==> src/rtl/safety_island_cmd_arbiter.sv <==
// Round-robin arbiter sharing the safety island command channel between NUM_REQ requesters.
// One transaction in flight; responses are matched by id and hung transactions time out.
module safety_island_cmd_arbiter #(
    parameter int unsigned NUM_REQ        = 4,
    parameter int unsigned TIMEOUT_CYCLES = 1024,
    parameter logic [1:0]  ERR_RESP       = 2'b11
) (
    input  logic                    clk,
    input  logic                    rst,
    input  logic [NUM_REQ-1:0]      req_valid,
    input  logic [NUM_REQ*8-1:0]    req_opcode,
    input  logic [NUM_REQ*32-1:0]   req_addr,
    input  logic [NUM_REQ*32-1:0]   req_data,
    output logic [NUM_REQ-1:0]      req_ready,
    output logic [NUM_REQ-1:0]      req_resp_valid,
    output logic [1:0]              req_resp,
    output logic [7:0]              si_opcode,
    output logic [31:0]             si_addr,
    output logic [31:0]             si_data,
    output logic [7:0]              si_id,
    output logic                    si_valid,
    input  logic                    si_ready,
    input  logic                    si_resp_valid,
    input  logic [1:0]              si_resp,
    input  logic [7:0]              si_resp_id,
    output logic                    timeout_err,
    output logic                    stray_resp_err,
    output logic [7:0]              err_count
);

    localparam int unsigned IDXW = $clog2(NUM_REQ);
    localparam int unsigned SEQW = 8 - IDXW;
    localparam int unsigned TMRW = $clog2(TIMEOUT_CYCLES);
    localparam logic [TMRW-1:0] TMR_LAST = TMRW'(TIMEOUT_CYCLES - 1);

    typedef enum logic [1:0] {
        IDLE      = 2'd0,
        ISSUE     = 2'd1,
        WAIT_RESP = 2'd2
    } state_t;

    state_t            state_q;
    state_t            state_d;
    logic [IDXW-1:0]   rr_ptr;
    logic [IDXW-1:0]   grant_idx;
    logic [IDXW-1:0]   winner;
    logic [IDXW-1:0]   cand;
    logic              any_req;
    logic [SEQW-1:0]   seq;
    logic [TMRW-1:0]   timer;
    logic              grant;
    logic              match;
    logic              stray;
    logic              expire;
    logic              accept;
    logic              completing;
    logic [8:0]        err_sum;

    // Round-robin pick: first asserted request after the last winner, wrapping.
    always_comb begin
        winner  = rr_ptr;
        any_req = 1'b0;
        cand    = '0;
        for (int k = 1; k <= int'(NUM_REQ); k++) begin
            cand = IDXW'((int'(rr_ptr) + k) % int'(NUM_REQ));
            if (!any_req && req_valid[cand]) begin
                any_req = 1'b1;
                winner  = cand;
            end
        end
    end

    // Completion cycle sits in IDLE but must not grant, giving the 4-cycle minimum period.
    assign completing = |req_resp_valid;

    always_comb begin
        match  = si_resp_valid && (state_q == WAIT_RESP) && (si_resp_id == si_id);
        stray  = si_resp_valid && !match;
        expire = (state_q != IDLE) && (timer == TMR_LAST) && !match;
    end

    always_ff @(posedge clk or posedge rst) begin
        if (rst) begin
            state_q <= IDLE;
        end else begin
            state_q <= state_d;
        end
    end

    always_comb begin
        state_d   = state_q;
        grant     = 1'b0;
        accept    = 1'b0;
        si_valid  = 1'b0;
        req_ready = '0;
        case (state_q)
            IDLE: begin
                if (any_req && !completing && !rst) begin
                    grant             = 1'b1;
                    req_ready[winner] = 1'b1;
                    state_d           = ISSUE;
                end
            end
            ISSUE: begin
                // Expiry withdraws the command before the island can take it.
                if (expire) begin
                    state_d = IDLE;
                end else begin
                    si_valid = 1'b1;
                    if (si_ready) begin
                        accept  = 1'b1;
                        state_d = WAIT_RESP;
                    end
                end
            end
            WAIT_RESP: begin
                if (match || expire) begin
                    state_d = IDLE;
                end
            end
            default: state_d = IDLE;
        endcase
    end

    always_comb begin
        err_sum = 9'(err_count) + 9'(expire) + 9'(stray);
    end

    // Command latch, transaction bookkeeping and completion/error reporting.
    always_ff @(posedge clk or posedge rst) begin
        if (rst) begin
            rr_ptr         <= IDXW'(NUM_REQ - 1);
            grant_idx      <= '0;
            seq            <= '0;
            timer          <= '0;
            si_opcode      <= '0;
            si_addr        <= '0;
            si_data        <= '0;
            si_id          <= '0;
            req_resp_valid <= '0;
            req_resp       <= '0;
            timeout_err    <= 1'b0;
            stray_resp_err <= 1'b0;
            err_count      <= '0;
        end else begin
            req_resp_valid <= '0;
            timeout_err    <= expire;
            stray_resp_err <= stray;
            err_count      <= (err_sum > 9'd255) ? 8'hFF : err_sum[7:0];

            if (grant) begin
                si_opcode <= req_opcode[8*winner +: 8];
                si_addr   <= req_addr[32*winner +: 32];
                si_data   <= req_data[32*winner +: 32];
                si_id     <= {seq, winner};
                grant_idx <= winner;
                rr_ptr    <= winner;
                timer     <= '0;
            end else if (state_q != IDLE) begin
                timer <= TMRW'(timer + 1'b1);
            end

            if (accept) begin
                seq <= SEQW'(seq + 1'b1);
            end

            if (match) begin
                req_resp_valid[grant_idx] <= 1'b1;
                req_resp                  <= si_resp;
            end else if (expire) begin
                req_resp_valid[grant_idx] <= 1'b1;
                req_resp                  <= ERR_RESP;
            end
        end
    end

endmodule

==> config.mk <==
export PLATFORM = sky130hd
export DESIGN_NAME = safety_island_cmd_arbiter
export DESIGN_NICKNAME = d
export VERILOG_FILES = /design/src/rtl/safety_island_cmd_arbiter.sv
export SDC_FILE = /design/constraint.sdc
export NUM_CORES = 1
export LEC_CHECK = 0
export CAP_MARGIN = 0
export CORE_AREA = 2 2 157 159
export CTS_BUF_LIST = sky130_fd_sc_hd__clkbuf_4
export DETAILED_ROUTE_END_ITERATION = 10
export DIE_AREA = 0 0 159 161
export DONT_BUFFER_PORTS = 1
export REMOVE_ABC_BUFFERS = 1
export SYNTH_ARGS = -nofsm -noshare
export SYNTH_HDL_FRONTEND = slang
export SYNTH_SLANG_ARGS = --single-unit
==> constraint.sdc <==
create_clock -name clk -period 3.7 [get_ports clk]
set_input_delay 0.185 -clock clk [delete_from_list [all_inputs] [get_ports clk]]
set_output_delay 0.185 -clock clk [all_outputs]
set_load 0.03 [all_outputs]
---- Word-level counts from Yosys, hierarchy flattened ----
Index checks and enable logic that the tools add are counted.
Widths: inputs -> output; s select.
word-level totals
  register bits ........................... 118
  latch bits .............................. 0
  memory bits (writable) .................. 0
  memory bits (read-only) ................. 0
  bits of input ports ..................... 306
  output and inout bits ................... 101
  logic and storage cells ................. 107
  memories ................................ 0
cells by class
  $add $sub $neg .......................... 8
  $mul .................................... 0
  div/mod/pow operators ................... 0
  $lt $le $gt $ge ......................... 9
  equal/unequal tests ..................... 7
  shift operators ......................... 3
  mux-type cells .......................... 41
  bitwise logic cells ..................... 0
  reductions and logical operators ........ 25
operators with widths
  cell                   count
  $shiftx 128x8->32      2
  $shiftx 32x6->8        1
  $mux 10                2
  $mux 2                 10
  $lt 2x3->1 const B     6
  $mux 1                 17
  $mux 4                 4
  $logic_and 1x1->1      12
  $add 10x1->10 const B  1
  $eq 10x10->1 const B   1
  $add 8x1->9            1
  $add 9x1->9            1
  $gt 9x8->1 const B     1
  $bmux 1 s2             4
  $eq 8x8->1             1
  $mux 8                 1
  $add 6x1->6 const B    1
  $logic_not 1->1        6
  $pmux 2 s3             1
  $reduce_bool 2->1      3
  $add 2x1->2 const B    2
  $add 2x2->2 const B    2
  $demux 1 s2            2
  $ge 2x1->1 const B     2
  other kinds (9)        9

---- Depth between registers and ports, before layout ----
  depth in word-level cells ............... 19
  mapped depth ............................ 9
  mapped depth without buffers ............ 9

---- Worst setup path after synthesis ----
Ideal clock, no wire load.
  kind .................................... reg-to-reg
  from .................................... register si_id[3]
  to ...................................... register err_count[4]
  setup time .............................. 0.119 ns
  arrival time ............................ 2.558 ns
  required time ........................... 3.581 ns
  slack ................................... 1.023 ns
  stages on the path, launching flop included .. 9
  buffers on the path ..................... 0
  clock period less this slack ............ 2.677 ns
  cell sequence ........................... dfrtp_1 xor2_1 nor4_2 nand3_1 and2_1 fa_1 ha_1 and3_1 o21a_1
between the ends
  elaborated cells between the ends (all ways) .. 9
  classes of those cells .................. add/sub: 2; order compare: 1; eq/ne: 1; mux: 1; reduce/logical: 4
RTL lines
  what                    line  text
  from (decl)             20    output logic [7:0] si_id,
  from (signal assigned)  155   si_id <= {seq, winner};
  $eq 8x8->1 *            77    match = si_resp_valid && (state_q == WAIT_RESP) && (si_resp_id == si_id);
  $logic_and 1x1->1 *     77
  $logic_not 1->1 *       78    stray = si_resp_valid && !match;
  $logic_and 1x1->1 *     78
  named net stray         53    logic stray;
  $add 9x1->9 *           126   err_sum = 9'(err_count) + 9'(expire) + 9'(stray);
  $gt 9x8->1              149   err_count <= (err_sum > 9'd255) ? 8'hFF : err_sum[7:0];
  $mux 8 *                149
  to (signal assigned)    149
  to (decl)               28    output logic [7:0] err_count
Mark *: on every way through the listed nets, which the timed path passes. The rest lies on a longest branch.
A chain may end at the register's enable or synchronous reset.

---- Final worst setup path ----
  from .................................... register rr_ptr[1]
  to ...................................... register si_data[4]
between the ends
  word-level cells in the longest chain between the ends .. 17
  elaborated cells between the ends (all ways) .. 31
  classes of those cells .................. add/sub: 4; shift: 1; mux: 18; reduce/logical: 8
RTL lines
  what                                                  line  text
  from (decl)                                           44    logic [IDXW-1:0] rr_ptr;
  from (signal assigned)                                132   rr_ptr <= IDXW'(NUM_REQ - 1);
  from (signal assigned)                                157   rr_ptr <= winner;
  branches (longest 17 deep; another with $add 2x1->2)  -
  to (signal assigned)                                  154   si_data <= req_data[32*winner +: 32];
  to (decl)                                             19    output logic [31:0] si_data,
Parallel ways; which one is timed is not known. The select of a mux whose other input is x is not followed.

==> flow_summary.toml <==
[drt]
first_pass_iters = 4
drtIter0Drc = 390
dr_total_vias = 6107
postRouteAntennaNets = 0
routedWlPerCell_microns = 21.0
vias_per_cell = 5.22
wl_mm = 24.6
drcViolationCount = 0

[clock_tree]
post_cts_resized = 0
ctsRootBufferMaster = "clkbuf_4"
clk_latency_ns = 0.52
htreeDepth = 4
tritoncts = "done"
ctsLongestPathBuffers = 2
cts_post_setup_buffers_inserted = 0
numCtsBuffers = 17
cts.sinks = 116
clkTransAtPathRegs_ns = 0.13

[floorplan]
start_util_pct = 30.1
core_sq_um = 24000
die_h_microns = 161
io_pins = 407
dieArea_sq_um = 25600
die_w_microns = 159
row_count = 57

[placed_design]
gp_congestion = 0.831
pre_cts_slack_ns = 0.736
port_buffers = 0
dpl_cell_area_sq_um = 7510
place_hpwl_mm = 17.4

[synthesis]
synth_compound_area_share_pct = 26.4
synth_flop_cell = "dfrtp_1"
synth_cell_types = 49
netlist_area_sq_um = 7220
synth_top_family_by_area = "compound AO/OA/AOI/OAI gates"
synth_adder_area_share_pct = 0.798
yosysTopAreaCell = "dfrtp_1"
synthCells = 695
synthSimpleGateAreaFrac_pct = 15.3
synth_xor_area_share_pct = 1.94
synthArstFlopShare_pct = 100
yosys_warnings = 0
synth_edf_count = 0
synth-seq-cells = 116
synthMuxAreaShare_pct = 10.4
yosysSeqAreaShare_pct = 40.3
synth_area_leaders = "dfrtp_1 40%, a221oi_2 15%, mux2i_1 10%"
avgSynthCellArea_sq_um = 10.4
synth_top_area_share_pct = 39.5

[power_and_ir_drop]
peakVddDrop_mv = 0.406
power_switching_mw = 4.02
combinationalPowerShare_pct = 47.4
pwr-share-clk_pct = 12.6
p_int_mw = 4.19
power_per_cell_area_nw_per_um2 = 881
swShare_pct = 49.0
p_seq_share_pct = 40.0
p_leak_nw = 3.88

[cells_and_area]
area_delta_synth_final_pct = 29.2
finalNetCount = 1142
drive_above_1_share_pct = 24.0
nFillCells = 2341
final_cell_mix = "150 x dlygate4sd3_1, 114 x dfrtp_1, 112 x nand2_1"
layout_commonest_cell = "dlygate4sd3_1"
fin_area_sq_um = 9320

[global_route]
antenna_found_initial = 2
grt_max_degree = 49
grt_pass1_vias = 6484
overflow = 0
grt_pass1_wl_mm = 37.6
grt_usage_pct = 18.9

[run_status]
status = "complete, no violations"

[setup_path]
path_max_fanout = 34
crit_path_end_kind = "flop"
cp.arrival_ns = 3.90
required_ns = 4.14
path_class = "flop to flop"
crit_path_start_kind = "flop"

[min_path]
worstHoldPathType = "input pin to async pin"

[timing]
hold_viol = 0
tightest_slew_ns = 0.801
drv_slew = 0
relSlewSlack_pct = 46.6
fin_skew_ns = 0.0300
fin_crit_sh_pct = 93.7
fmax_ghz = 0.289
setup_viol = 0
min_period_ns = 3.47
fin_ws_ns = 0.234
rsz0062_at_grt = "no"

[run]
drv_cap = 0
==> path summary, 6_finish.rpt <==
path	from	end	slack, ns	cells past startpoint
max	rr_ptr[1]	si_data[4]	0.23	8
min	rst	state_q[0]	0.18	2
min in group clk	si_resp_id[1]	timeout_err	0.19	3
min reg2reg	seq[5]	seq[5]	0.49	1
max in group asynchronous	rst	si_data[13]	2.52	3
max reg2reg	rr_ptr[1]	si_data[4]	0.23	8
==> worst max-delay path, cell delays in order (launching register included) <==
cell	delay, ns
dfstp_2	0.65
nand2b_1	0.17
a21o_1	0.19
and3_4	0.55
buf_4	0.33
mux2i_1	0.11
dlygate4sd3_1	0.58
a221oi_2	0.24
dlygate4sd3_1	0.58
==> power by group through the flow <==
stage	Combinational, mW	Clock (mW)	Sequential (mW)
finish	3.89	1.03	3.29
global route	4.23	1.13	3.33
CTS	3.87	1.09	3.29
detailed placement	3.04	0	3.31
global placement	2.99	0	3.31
floorplan	2.59	0	3.07
==> synthesized netlist by cell type (2+ instances only) <==
library cell    n
buf_4          15
a21oi_1         7
or3_1           2
a31oi_1         3
clkbuf_1       10
dfrtp_1       114
nor4_1          3
nor3b_1         2
and3_1          5
o31ai_1         2
o21ai_0         7
a21o_1          3
a221oi_2       71
a21oi_2        68
nand3b_1        2
nand2_1       112
buf_6           8
nand3_1        14
ha_1            3
nand2b_1        8
xor2_1         15
nor3_1          8
dfstp_2         2
and2_1          3
nor2_1         89
mux2i_1        74
buf_2          18
o21a_1          2
inv_1           5
==> cell type report <==
cell class	instances	area, sq um	share of cell area, %
Multi-Input combinational cell	523	3980	42.7
Sequential cell	116	2910	31.2
Timing Repair Buffer	169	1690	18.2
Tap cell	324	405	4.35
Clock inverter	15	180	1.93
Clock buffer	17	128	1.37
Inverter	5	21.3	0.228
Antenna cell	2	5.00	0.0537
==> sequential cells by signal (all words and copies together) (netlist names) <==
register,cells
si_addr,32
si_data,32
timer,10
err_count,8
si_id,8
si_opcode,8
seq,6
req_resp_valid,4
req_resp,2
rr_ptr,2
state_q,2
stray_resp_err,1
timeout_err,1
==> kinds of logic after synthesis <==
kind of cell / after synthesis
fa+ha+maj: 4
flops: 116
compound gates: 172
buf+inv: 56
xor+xnor: 16
simple gates: 256
mux: 75
==> through the flow <==
step	std cells	TNS, ns	power (mW)	utilization [%]	hold slack (ns)
floorplan	644	-177.56	5.66	-	0.284
global route	1170	0	8.69	38.9	0.142
detailed placement	987	0	6.35	31.3	0.116
finish	1171	0	8.21	38.9	0.185
global placement	987	0	6.30	31.3	0.109
CTS	1169	0	8.24	38.9	0.107
==> metal layers <==
metal / share of wire [%] / GRT usage [%] / up-vias
met3: 8.1 / 6.63 / 33
met2: 50 / 32.6 / 269
li1: - / - / 2802
met4: 2.7 / 6.65 / 0
met1: 39 / 21.8 / 3003
met5: 0 / 0 / -
==> what timing repair did <==
| action | 4_1_cts | 5_1_grt |
|---|---|---|
| hold buffers | 150 | 0 |
| endpoints found under the setup margin | 0 | 0 |
| hold endpoints to repair | 120 | 0 |
Note: power is estimated with default switching activity, not from simulation.
